$ cat config.mk
export PLATFORM = sky130hd
export DESIGN_NAME = load_unit
export DESIGN_NICKNAME = d
export VERILOG_FILES = /design/src/rtl/load_unit.sv
export SDC_FILE = /design/constraint.sdc
export NUM_CORES = 1
export LEC_CHECK = 0
export BUFFER_PORTS_ARGS = -buffer_cell sky130_fd_sc_hd__buf_2
export CORE_MARGIN = 2
export CORE_UTILIZATION = 28
export CTS_CLUSTER_DIAMETER = 50
export CTS_CLUSTER_SIZE = 40
export DETAILED_ROUTE_END_ITERATION = 8
export GPL_TIMING_DRIVEN = 0
export PLACE_DENSITY = 0.52
export SKIP_LAST_GASP = 1
export SYNTH_ARGS = -nofsm -noshare
export SYNTH_HDL_FRONTEND = slang
export SYNTH_SLANG_ARGS = --single-unit
$ cat constraint.sdc
create_clock -name clk -period 5.7 [get_ports clk]
set_input_delay 0.855 -clock clk [delete_from_list [all_inputs] [get_ports clk]]
set_output_delay 0.855 -clock clk [all_outputs]
set_load 0.01 [all_outputs]
$ cat src/rtl/load_unit.sv
// Load unit: issues a word-aligned memory read, then extracts and extends the byte/half/word.
// Latency: 3 cycles minimum to rsp_valid; misaligned/illegal loads respond the next cycle; rsp_* held until rsp_ready.
module load_unit #(
  parameter int TIMEOUT_CYCLES = 255
) (
  input  logic        clk,
  input  logic        rst_n,
  input  logic        req_valid,
  output logic        req_ready,
  input  logic [31:0] req_addr,
  input  logic [2:0]  req_f3,
  input  logic [4:0]  req_rd,
  output logic        mem_req,
  output logic [31:0] mem_addr,
  input  logic        mem_gnt,
  input  logic        mem_rvalid,
  input  logic [31:0] mem_rdata,
  input  logic        mem_err,
  output logic        rsp_valid,
  input  logic        rsp_ready,
  output logic [31:0] rsp_data,
  output logic [4:0]  rsp_rd,
  output logic        rsp_misaligned,
  output logic        rsp_access_fault,
  output logic        busy
);

  typedef enum logic [1:0] {IDLE, REQ, WAIT, RESP} state_t;

  // Counter value seen in the final WAIT cycle before the timeout fires.
  localparam logic [7:0] CNT_LAST = 8'(TIMEOUT_CYCLES - 1);

  state_t      state_q, state_d;
  logic [31:0] addr_q, addr_d;
  logic [2:0]  f3_q, f3_d;
  logic [4:0]  rd_q, rd_d;
  logic [7:0]  cnt_q, cnt_d;
  logic [31:0] data_q, data_d;
  logic        mis_q, mis_d;
  logic        fault_q, fault_d;

  function automatic logic bad_load(input logic [1:0] off, input logic [2:0] f3);
    bad_load = 1'b0;
    case (f3)
      3'b000, 3'b100: bad_load = 1'b0;
      3'b001, 3'b101: bad_load = off[0];
      3'b010:         bad_load = (off != 2'b00);
      default:        bad_load = 1'b1;
    endcase
  endfunction

  function automatic logic [31:0] extract(input logic [31:0] w, input logic [1:0] off,
                                          input logic [2:0] f3);
    logic [7:0]  b;
    logic [15:0] h;
    b = 8'(w >> {off, 3'b000});
    h = off[1] ? w[31:16] : w[15:0];
    extract = w;
    case (f3)
      3'b000:  extract = {{24{b[7]}}, b};
      3'b100:  extract = {24'h0, b};
      3'b001:  extract = {{16{h[15]}}, h};
      3'b101:  extract = {16'h0, h};
      default: extract = w;
    endcase
  endfunction

  always_comb begin
    state_d = state_q;
    addr_d  = addr_q;
    f3_d    = f3_q;
    rd_d    = rd_q;
    cnt_d   = cnt_q;
    data_d  = data_q;
    mis_d   = mis_q;
    fault_d = fault_q;
    case (state_q)
      IDLE: begin
        if (req_valid) begin
          addr_d = req_addr;
          f3_d   = req_f3;
          rd_d   = req_rd;
          if (bad_load(req_addr[1:0], req_f3)) begin
            state_d = RESP;
            mis_d   = 1'b1;
            fault_d = 1'b0;
            data_d  = 32'h0;
          end else begin
            state_d = REQ;
          end
        end
      end
      REQ: begin
        if (mem_gnt) begin
          state_d = WAIT;
          cnt_d   = 8'h0;
        end
      end
      WAIT: begin
        // A response arriving on the expiry cycle takes priority over the timeout.
        if (mem_rvalid) begin
          state_d = RESP;
          mis_d   = 1'b0;
          fault_d = mem_err;
          data_d  = mem_err ? 32'h0 : extract(mem_rdata, addr_q[1:0], f3_q);
        end else if (cnt_q == CNT_LAST) begin
          state_d = RESP;
          mis_d   = 1'b0;
          fault_d = 1'b1;
          data_d  = 32'h0;
        end else begin
          cnt_d = cnt_q + 8'd1;
        end
      end
      RESP: begin
        if (rsp_ready) state_d = IDLE;
      end
      default: state_d = IDLE;
    endcase
  end

  always_ff @(posedge clk or negedge rst_n) begin
    if (!rst_n) begin
      state_q <= IDLE;
      addr_q  <= 32'h0;
      f3_q    <= 3'h0;
      rd_q    <= 5'h0;
      cnt_q   <= 8'h0;
      data_q  <= 32'h0;
      mis_q   <= 1'b0;
      fault_q <= 1'b0;
    end else begin
      state_q <= state_d;
      addr_q  <= addr_d;
      f3_q    <= f3_d;
      rd_q    <= rd_d;
      cnt_q   <= cnt_d;
      data_q  <= data_d;
      mis_q   <= mis_d;
      fault_q <= fault_d;
    end
  end

  assign req_ready        = (state_q == IDLE);
  assign busy             = (state_q != IDLE);
  assign mem_req          = (state_q == REQ);
  assign mem_addr         = {addr_q[31:2], 2'b00};
  assign rsp_valid        = (state_q == RESP);
  assign rsp_data         = data_q;
  assign rsp_rd           = rd_q;
  assign rsp_misaligned   = mis_q;
  assign rsp_access_fault = fault_q;

endmodule

# [Word level (Yosys, flattened, before mapping)]
# Index checks and enable logic that the tools add are counted.
[classes] shift=1 addsub=1 muxes=32 reduce_logical=13 n_eq_ne=18
[ops] op="two-way mux 32 bit" count=5
[ops] op="case mux 32 bit (4 select lines)" count=1
[ops] op="case mux 32 bit (2 select lines)" count=1
[ops] op="right shift 32 x 5 -> 8 bit" count=1
[ops] op="two-way mux 8 bit" count=3
[ops] op="two-way mux 16 bit" count=1
[ops] op="case mux 8 bit (2 select lines)" count=1
[ops] op="equality test 3 bit (second input constant)" count=4
[ops] op="two-way mux 2 bit" count=6
[ops] op="AND reduction 4 bit" count=3
[ops] op="two-way mux 1 bit" count=10
[ops] op="adder 8 x 1 -> 8 bit (second input constant)" count=1
[ops] op="equality test 8 bit (second input constant)" count=1
[ops] op="case mux 2 bit (4 select lines)" count=1
[ops] op="nonzero test 2 bit" count=4
[ops] op="equality test 3 x 1 -> 1 bit (second input constant)" count=2
[ops] op="logical NOT 3 bit" count=2
[ops] op="!= test 2 x 1 -> 1 bit (second input constant)" count=3
[ops] op="!= test 2 bit (second input constant)" count=3
[ops] op="equality test 2 bit (second input constant)" count=2
[ops] op="case mux 1 bit (2 select lines)" count=2
[ops] op="OR reduction 2 bit" count=2
[ops] op="equality test 3 x 2 -> 1 bit (second input constant)" count=1
[ops] op="!= test 3 bit (second input constant)" count=1
[ops] op="4 further kinds" count=4
[word_totals] word_cells=73 input_bits=79 ff_bits=84

# [Depth between registers and ports, before layout]
# Gate-level depths: netlist (run 1).
[logic_depth] word_depth=8 mapped_depth=8 mapped_depth_nobuf=6

# [Worst setup path after synthesis (run 1)]
# Ideal clock, no wire load.
[synth_path] path_kind="input port to flip-flop" from="input port req_f3[0]" to="register data_q[0], in the netlist rsp_data[0]" n_path_buf=2 path_stages=6 setup_time_ns=0.122 setup_slack_ns=3.580 arrival_ns=1.998 path_cell_list="nor4_2 -> o21ai_1 -> and2_1 -> buf_2 -> clkbuf_1 -> a32o_1"
[synth_between] elab_chain_cells=7 word_cells_on_any_way=12 classes_between="eq/ne: 5; mux: 3; reduce/logical: 4"
[synth_rtl] element="start, declared" line_no="11" rtl="input logic [2:0] req_f3,"
[synth_rtl] element="equality test 3 x 1 -> 1 bit, or another cell as far along" line_no="44" rtl="case (f3)"
[synth_rtl] element="OR reduction 2 bit" line_no="44"
[synth_rtl] element="case mux 1 bit (3 select lines) (*)" line_no="44"
[synth_rtl] element="two-way mux 1 bit (*)" line_no="79" rtl="if (req_valid) begin"
[synth_rtl] element="two-way mux 1 bit (*)" line_no="77" rtl="case (state_q)"
[synth_rtl] element="!= test 2 x 1 -> 1 bit (no line) (*)"
[synth_rtl] element="AND reduction 4 bit (no line) (*)"
[synth_rtl] element="end signal, assigned" line_no="138" rtl="data_q <= data_d;"
[synth_rtl] element="end, declared" line_no="38" rtl="logic [31:0] data_q, data_d;"
# Every way passes the cells marked *; elsewhere a longest branch is shown, timed or not. The select of a mux whose other input is x is not followed.
# A chain may end at the register's enable or synchronous reset.

# [Final worst setup path (run 1)]
[layout_path] from="register state_q[0]" to="register data_q[7], in the netlist rsp_data[7]"
[layout_between] elab_chain_cells=3 word_cells_on_any_way=8 classes_between="eq/ne: 4; mux: 1; reduce/logical: 3"
[layout_rtl] element="start, declared" line_no="33" rtl="state_t state_q, state_d;"
[layout_rtl] element="start signal, assigned" line_no="133" rtl="state_q <= state_d;"
[layout_rtl] element="equality test 2 bit / logical NOT 2 bit (equally long branches)" line_no="77"
[layout_rtl] element="!= test 3 bit (no line), or another cell as far along"
[layout_rtl] element="AND reduction 4 bit (no line)"
# Parallel ways exist; a longest one is shown, timed or not.

==> results of run 1 <==
[path summary, 6_finish.rpt]
path,startpoint,to,slack (ns),cells past startpoint
worst max-delay path,state_q[0],rsp_data[7],3.28,7
worst min-delay path,rst_n,rsp_data[26],0.47,1
worst max register to register,state_q[0],rsp_data[7],3.28,7
worst min register to register,rsp_data[23],rsp_data[23],0.49,1
max in group asynchronous,rst_n,state_q[0],4.60,2
min in group clk,rsp_data[23],rsp_data[23],0.49,1
[flip-flops by register name, indices dropped and copies added, names as in the netlist]
register,flops
f3_q,3
rsp_data,32
rsp_rd,5
rsp_access_fault,1
rsp_misaligned,1
cnt_q,8
state_q,2
addr_q,32
[layer usage]
| layer | up-vias | track usage [%] | share of wire (%) |
|---|---|---|---|
| li1 | 1758 | - | - |
| met1 | 1777 | 19.6 | 45 |
| met2 | 126 | 23.1 | 46 |
| met3 | 20 | 4.67 | 6.8 |
| met4 | 0 | 5.88 | 2.1 |
| met5 | - | 0 | 0 |
[logic make-up after synthesis]
| family | after synthesis |
|---|---|
| DFF | 84 |
| buffers and inverters | 69 |
| and+or+nand+nor | 87 |
| AOI/OAI and AO/OA | 101 |
| other | 1 |
| adders and majority gates | 6 |
| muxes | 49 |
[cells in the final DEF, fill, tap and decap left out, types with 4 or more instances in the layout]
cell,Yosys,routed
buf_2,9,159
o311ai_0,4,4
a22o_1,5,5
o31ai_1,6,6
o211ai_1,7,7
a21oi_1,14,14
ha_1,6,6
or3_1,7,7
mux2_2,45,45
nor2_1,11,11
buf_4,32,33
nand2_1,13,13
clkbuf_16,0,9
clkbuf_1,10,10
inv_1,11,11
buf_1,5,5
or2_2,4,4
nand2b_1,24,24
dfrtp_1,84,84
o21ai_0,15,15
a32o_1,24,24
nor3_1,7,7
[final cells by class]
type	instances	area, sq um
fillers	1575	9520
flip-flops and latches	84	2100
multi-input cells	245	1910
repair buffers	152	786
plain buffers	57	353
well taps	211	264
clock buffers	10	239
clock inverters	6	93.8
inverters	12	45.0
[power groups by stage]
stage,clock [mW],sequential (mW),combinational (mW)
2_1_floorplan,0,1.06,1.01
4_1_cts,0.678,1.02,1.61
3_5_place_dp,0,1.03,1.60
5_1_grt,0.703,1.06,1.76
3_3_place_gp,0,1.02,1.58
6_report,0.651,1.02,1.59
[through the flow]
step | total power, mW | setup WS, ns
finish | 3.26 | 3.28
global route | 3.52 | 3.08
CTS | 3.31 | 3.26
detailed placement | 2.64 | 3.13
global placement | 2.60 | 3.03
floorplan | 2.07 | 3.58
==> results.md, run 1 <==
* Sum of net half-perimeters after detailed placement at 9520 um
* Remaining design rule violation count at 0
* Share of total power in sequential cells at 31.3%
* Synth Warn # at 0
* Actual transition at the worst max-transition pin at 0.720 ns
* Clock tree skew after final layout at 0.0152 ns
* Diode insertion count for antenna repair at 0
* Routed vias/inst at 4.74
* Weighted congestion reported at the end of routability-driven placement at 0.815
* Result of the run: finished clean
* Fraction of final layout cells sized beyond drive strength 1 at 46.8%
* Number of slew-limit violations in the final report at 0
* Chip height at 129 um
* Maximum clock frequency at 414 MHz
* Die X at 129 um
* Post-synth EDFFs at 0
* Clock latency on the worst-skew pair at 0.35 ns
* Final setup violation count at 0
* Final hold viol count at 0
* Final worst-path cycle share at 42.4%
* Post-Route Hold Slack at 0.473 ns
* Slowest cell on the critical path: o32a_1
* Number of top-level design ports at 154
* Clock tree from TritonCTS: built
* Share of the synthesized area in compound gates (AO/OA/AOI/OAI) at 17.8%
* Final non-filler cell total at 777
* Num CTS Buffers at 9
* Switching Share at 38.0%
* Type of origin of the critical path: register
* Switching power at 1.24 mW
* Die Outline Area at 0.0168 sq mm
* Required arrival time at the worst endpoint at 5.93 ns
* Overall via count from detail_route at 3681
* Comb power frac at 48.8%
* Global router's overall resource usage at 14.9%
* Number of gates resized after cts at 0
* Placed cells at 761
* Post-CTS Setup Inserts at 0
* Register area share after synthesis at 47.7%
* Tightest slew margin relative to the limit at 52.0%
* PD cells at 563 mW/mm^2
* Number of antenna violations at the first check in global routing at 0
* Number of iterations in the first detailed-routing pass at 4
* Clock transition at the registers of the reported paths at 0.07 ns
* Number of core rows at 45
* Final #Nets at 646
* Synth top area share at 47.7%
* Number of global-route vias before repair at 3730
* Setup tns final at 0 ns
* Setup repair after global routing missed its margin: false
* Xor and xnor fraction of the mapped netlist area at 0%
* Post-layout utilization of the core at 37.8%
* Unique cell type count in the Yosys netlist at 55
* Mux cell area share after synthesis at 12.4%
* Gate family responsible for the most delay along the worst path: compound AO/OA/AOI/OAI gates
* Post-synthesis adder-cell area fraction at 1.70%
* Biggest area contributors in the synthesized netlist: dfrtp_1 48%, mux2_2 12%, a32o_1 5.5%, buf_4 5.5%, nand2b_1 3.4%
* Count of input and output buffers at 151
* Library cell used as clock root buffer: clkbuf_16
* Buffers & Inverters on Critical Path at 2
* Min cycle time layout at 2.42 ns
* Worst setup path category: reg2reg
* Commonest cells in the netlist: 84 x dfrtp_1, 45 x mux2_2, 32 x buf_4
* Total wire length after detailed routing at 12200 um
* Post-synthesis share of cell area spent on and, or, nand and nor gates at 11.2%
* Cell type with the highest aggregate area in the netlist: dfrtp_1
* Share of synthesized registers carrying an async set or reset at 100%
* Layout overhead on the synthesized area at 31.5%
* Htree depth at 3
* List of cells traversed by the critical path: inv_1 > ha_1 > nand2_1 > o32a_1 > or2_1 > buf_2 > a32o_1
* Maximum number of pins on one net before global-route repair at 48
* Placeable Area at 0.0153 sq mm
* Min-delay worst type: in2async
* Iteration-0 DRC Markers at 235
* Number of register bits inferred by synthesis at 84
* Delay of the slowest critical-path stage at 0.49 ns
* Total gr overflow at 0
* Lkg Pwr at 2.77 nW
* Crit. End Element: register
* Remaining number of nets flagged by the antenna check after routing at 0
* Clk network pwr share at 20.0%
* Internal power at 2.02 mW
* Clock sinks at 84
* Drt wl/cell at 15.7 um
* Peak supply drop at 0.272 mV
* Maximum buffer depth of the clock tree at 2
* Final Instance Area at 0.00579 sq mm
* Most frequent cell after synthesis: dfrtp_1
* Cell count after synthesis at 397
* Main combinational cell family by area after synthesis: compound AO/OA/AOI/OAI gates
* # hold bufs at CTS at 0
* DP Area at 0.00546 sq mm
* Worst path arrival time at 2.64 ns
* Initial core utilization at 28.8%
* Post-synthesis cell area at 0.00441 sq mm
* First-pass GRT wire length at 19300 um
* Syn Area/Cell at 11.1 sq um
* Most used DFF post-synth: dfrtp_1
* Critical path fanouts, max at 10
* MaxCap Viol Count at 0
Power figures use the tool's default switching activity.
==> run 2: changes to the inputs <==
ABC_AREA = 1   (was unset)
PLACE_DENSITY = 0.53   (was 0.52)
clock period = 1.9 ns   (was 5.7 ns; I/O delays follow)
==> results.md, run 2 <==
* Result of the run: finished clean
* Fraction of final layout cells sized beyond drive strength 1 at 42.0%
* Drt wl/cell at 13.5 um
* Peak supply drop at 0.719 mV
* Placeable Area at 0.0158 sq mm
* Most frequent cell after synthesis: nand2_1
* Total gr overflow at 0
* Lkg Pwr at 3.22 nW
* Final Instance Area at 0.00595 sq mm
* Die Outline Area at 0.0171 sq mm
* Number of iterations in the first detailed-routing pass at 4
* First-pass GRT wire length at 18900 um
* Total wire length after detailed routing at 12200 um
* Clock sinks at 84
* Die X at 131 um
* Diode insertion count for antenna repair at 0
* Cell count after synthesis at 513
* Routed vias/inst at 4.38
* Type of origin of the critical path: register
* Share of synthesized registers carrying an async set or reset at 100%
* Number of core rows at 46
* Post-synthesis adder-cell area fraction at 1.66%
* Dpl ws at 0.0285 ns
* Required arrival time at the worst endpoint at 2.12 ns
* Slowest cell on the critical path: dfrtp_1
* Maximum buffer depth of the clock tree at 2
* Num CTS Buffers at 9
* Setup tns final at 0 ns
* Remaining number of nets flagged by the antenna check after routing at 0
* Htree depth at 3
* Clock tree from TritonCTS: built
* List of cells traversed by the critical path: inv_1 > ha_2 > nand2_1 > buf_2 > mux2_2
* Xor and xnor fraction of the mapped netlist area at 0.388%
* Mux cell area share after synthesis at 8.99%
* Critical path fanouts, max at 10
* Maximum number of pins on one net before global-route repair at 45
* Commonest cells in the netlist: 152 x nand2_1, 84 x dfrtp_1, 36 x buf_4, 36 x mux2_2, 33 x nand3_1
* Weighted congestion reported at the end of routability-driven placement at 0.838
* Delay of the slowest critical-path stage at 0.41 ns
* Setup repair after global routing missed its margin: false
* Setup ws final at 0.157 ns
* Worst setup path category: reg2reg
* MaxCap Viol Count at 0
* Sum of net half-perimeters after detailed placement at 9770 um
* Crit. End Element: register
* Final #Nets at 764
* Synth top area share at 46.6%
* Cell type with the highest aggregate area in the netlist: dfrtp_1
* Synth Warn # at 0
* Number of global-route vias before repair at 3874
* Maximum clock frequency at 574 MHz
* PD cells at 1550 mW/mm^2
* Commonest non-fill, non-tap cell in the layout: buf_2
* Remaining design rule violation count at 0
* Number of slew-limit violations in the final report at 0
* Share of the synthesized area in compound gates (AO/OA/AOI/OAI) at 6.05%
* Tightest slew margin relative to the limit at 63.8%
* Min-delay worst type: in2reg
* Layout overhead on the synthesized area at 31.9%
* Count of input and output buffers at 151
* Global router's overall resource usage at 14.4%
* Clock tree skew after final layout at 0.00920 ns
* Post-synthesis share of cell area spent on and, or, nand and nor gates at 24.9%
* Most used DFF post-synth: dfrtp_1
* Final hold viol count at 0
* Final worst-path cycle share at 91.7%
* Actual transition at the worst max-transition pin at 0.543 ns
* Total design power at 9.22 mW
* Main combinational cell family by area after synthesis: simple AND/OR/NAND/NOR gates
* Worst path arrival time at 1.97 ns
* Post-synth EDFFs at 0
* Final setup violation count at 0
* Post-Route Hold Slack at 0.169 ns
* Number of register bits inferred by synthesis at 84
* Biggest area contributors in the synthesized netlist: dfrtp_1 47%, nand2_1 13%, mux2_2 9.0%, buf_4 6.0%, nand3_1 3.7%
* Most frequent cells in the layout: 157 x buf_2, 151 x nand2_1, 84 x dfrtp_1
* Overall via count from detail_route at 3945
* DP Area at 0.00557 sq mm
* Post-synthesis cell area at 0.00451 sq mm
* Number of top-level design ports at 154
* Unique cell type count in the Yosys netlist at 35
* Clock transition at the registers of the reported paths at 0.06 ns
* Syn Area/Cell at 8.79 sq um
* Number of antenna violations at the first check in global routing at 0
* Register area share after synthesis at 46.6%
* Min cycle time layout at 1.74 ns
* Initial core utilization at 28.5%
* Chip height at 131 um
* Clock latency on the worst-skew pair at 0.35 ns
* Iteration-0 DRC Markers at 152
* Library cell used as clock root buffer: clkbuf_16
run 2: timing repair:
action | in CTS | in global routing
hold endpoints to repair | 40 | 0
endpoints found under the setup margin | 0 | 43
hold buffers | 1 | 0
resized for setup | 0 | 4
buffers inserted | 0 | 1
run 2: where the power goes:
group	total, mW	leakage (nW)	switching (mW)	internal, mW
Combinational	4.39	1.97	2.37	2.02
Clock	2.06	0.173	0.705	1.35
Sequential	2.77	1.07	0.348	2.42
run 2: kinds of logic (layout without fill, tap and decap cells):
family,Yosys count,count (layout)
adder cells (fa/ha/maj),6,6
XOR/XNOR,2,2
AO/OA/AOI/OAI,51,51
flip-flops,84,84
buffers and inverters,85,255
AND/OR/NAND/NOR,248,248
other,1,2
multiplexers,36,36
run 2: worst max-delay path: cells and delay by family, from the launching register on:
family / cells / cell delay, ns
DFF: 1 / 0.41
and+or+nand+nor: 1 / 0.24
adders and majority gates: 1 / 0.20
muxes: 1 / 0.37
buffers and inverters: 2 / 0.40
run 2: path summary, 6_finish.rpt:
check                        startpoint      endpoint  slack [ns]  cells after the start
min                        req_addr[14]    addr_q[14]        0.17                      2
max reg2reg                  state_q[1]     rsp_rd[0]        0.16                      5
min reg2reg                rsp_data[26]  rsp_data[26]        0.47                      2
min in group asynchronous         rst_n  rsp_data[22]        0.47                      2
max in group asynchronous         rst_n     rsp_rd[4]        0.81                      3
max                          state_q[1]     rsp_rd[0]        0.16                      5
run 2: layout make-up:
class / count / area (sq um)
Fill cell: 1663 / 9880
Sequential cell: 84 / 2100
Multi-Input combinational cell: 345 / 1910
Timing Repair Buffer: 154 / 803
Buffer: 52 / 388
Tap cell: 216 / 270
Clock buffer: 12 / 256
Inverter: 33 / 126
Clock inverter: 4 / 95.1
run 2: metrics by stage:
step | util, % | cells
final | 37.6 | 900
after global routing | 37.6 | 900
after CTS | 37.5 | 899
after detailed placement | 35.2 | 882
after global placement | 35.0 | 881
after floorplan | - | 514
run 2: routing by layer:
metal	track usage [%]	share of wire (%)	up-vias
li1	-	-	1950
met1	18.4	44	1846
met2	23.5	47	139
met3	4.56	7.7	10
met4	4.19	1.1	0
met5	0	0	-
==> run 3: changes to the inputs <==
ABC_AREA = unset   (was 1)
PLACE_DENSITY = 0.54   (was 0.53)
==> results.md, run 3 (synthesis gave the netlist of run 1 again) <==
* Worst path arrival time at 2.10 ns
* Worst-case reg-to-reg path depth at 7
* Lkg Pwr at 2.86 nW
* Iteration-0 DRC Markers at 170
* Number of top-level design ports at 154
* Maximum clock frequency at 535 MHz
* Die Outline Area at 0.0168 sq mm
* Routed vias/inst at 4.70
* Final non-filler cell total at 788
* Maximum number of pins on one net before global-route repair at 65
* Number of core rows at 45
* MaxCap Viol Count at 0
* Count of input and output buffers at 151
* Fillers at 1594
* Area occupied by multi-input gates at 0.00198 sq mm
* Total wire length after detailed routing at 12400 um
* Final Instance Area at 0.00598 sq mm
* Placeable Area at 0.0153 sq mm
* Clock sinks at 84
* Num CTS Buffers at 9
* Drt wl/cell at 15.7 um
* Min-delay worst type: in2reg
* Required arrival time at the worst endpoint at 2.13 ns
* Number of iterations in the first detailed-routing pass at 5
* Clock latency on the worst-skew pair at 0.34 ns
* Htree depth at 3
* Clock tree from TritonCTS: built
* PD cells at 1680 mW/mm^2
* Number of antenna violations at the first check in global routing at 0
* Final #Nets at 657
* Number of global-route vias before repair at 3634
* Result of the run: finished clean
* Initial core utilization at 28.8%
* Peak supply drop at 0.570 mV
* Overall via count from detail_route at 3701
* Clock transition at the registers of the reported paths at 0.06 ns
* Post-Route Hold Slack at 0.174 ns
* Total gr overflow at 0
* Chip height at 129 um
* First-pass GRT wire length at 18900 um
* Commonest non-fill, non-tap cell in the layout: buf_2
* Library cell used as clock root buffer: clkbuf_16
* Final worst-path cycle share at 98.3%
* Setup repair after global routing missed its margin: true
* Instance count along the most critical hold path at 2
* Worst setup path category: reg2reg
* Actual transition at the worst max-transition pin at 0.575 ns
* Number of slew-limit violations in the final report at 0
* Tightest slew margin relative to the limit at 61.6%
* Remaining number of nets flagged by the antenna check after routing at 0
* Maximum buffer depth of the clock tree at 2
* DP Area at 0.00547 sq mm
* Die X at 129 um
* Final hold viol count at 0
* Critical path fanouts, max at 8
* Remaining design rule violation count at 0
* Weighted congestion reported at the end of routability-driven placement at 0.840
* Final setup violation count at 0
* Sum of net half-perimeters after detailed placement at 9340 um
* Global router's overall resource usage at 14.7%
* Min cycle time layout at 1.87 ns
* Clock tree skew after final layout at 0.00579 ns
* Layout overhead on the synthesized area at 35.7%
* Post-layout utilization of the core at 39.0%
* Diode insertion count for antenna repair at 0
* Seq. cell area at 0.00210 sq mm
* Most frequent cells in the layout: 155 x buf_2, 84 x dfrtp_1, 45 x mux2_2
* Fraction of final layout cells sized beyond drive strength 1 at 50.4%
* Crit. End Element: register
* Setup tns final at 0 ns
* Type of origin of the critical path: register
* Placed cells at 761
## run 3: changes by cell type in the layout (fill, tap and decap cells not counted), moves of 15 or more
cell,before,now
nor2_1,25,10
nand2_1,151,12
nand2b_1,0,24
a32o_1,0,24
inv_1,27,7
nand3_1,33,3
## run 3: path summary, 6_finish.rpt
path	end	startpoint	slack [ns]
worst min-delay path	rsp_rd[1]	req_rd[1]	0.17
worst max-delay path	rsp_data[23]	state_q[1]	0.03
max in group asynchronous	addr_q[28]	rst_n	0.90
worst min register to register	rsp_data[27]	rsp_data[27]	0.49
worst max register to register	rsp_data[23]	state_q[1]	0.03
min in group asynchronous	addr_q[16]	rst_n	0.37
## run 3: final cells by class
class                      instances  share of cell area [%]
sequential                        84                    35.2
multi-input combinational        245                    33.1
timing repair buffer             163                    14.9
buffer                            57                    6.49
tap                              211                    4.42
clock buffer                      11                    4.23
clock inverter                     5                    1.00
inverter                          12                   0.754
## run 3: what timing repair did
action / in CTS / in global routing
hold buffers: 1 / 0
setup endpoints to repair: 50 / 39
endpoints found under the hold margin: 20 / 0
gates cloned: 0 / 1
gates resized for setup: 15 / 18
pin swaps: 2 / 2
buffers inserted: 3 / 6
## run 3: worst max-delay path: stages (launching register included)
cell       delay, ns
dfrtp_1         0.42
inv_2           0.10
ha_4            0.18
nand2_8         0.05
o32a_4          0.36
or2_4           0.29
clkbuf_16       0.17
a32o_1          0.19
## run 3: report_power, final
part           internal, mW  switching, mW  total (mW)
Sequential             2.61          0.437        3.05
Combinational          2.55           2.62        5.17
Clock                  1.09          0.749        1.84
## run 3: per-stage QoR
step	power, mW	setup slack (ns)
after floorplan	6.25	0.0270
after global placement	7.82	-0.302
after detailed placement	7.93	-0.299
after CTS	9.96	-0.00261
after global routing	10.8	-0.0335
final	10.1	0.0320
## run 3: metal layers
metal / up-vias / GRT usage (%) / part of all wire, %
li1: 1781 / - / -
met1: 1771 / 18.5 / 43
met2: 131 / 23.1 / 47
met3: 18 / 4.25 / 7.1
met4: 0 / 7.97 / 2.4
met5: - / 0 / 0
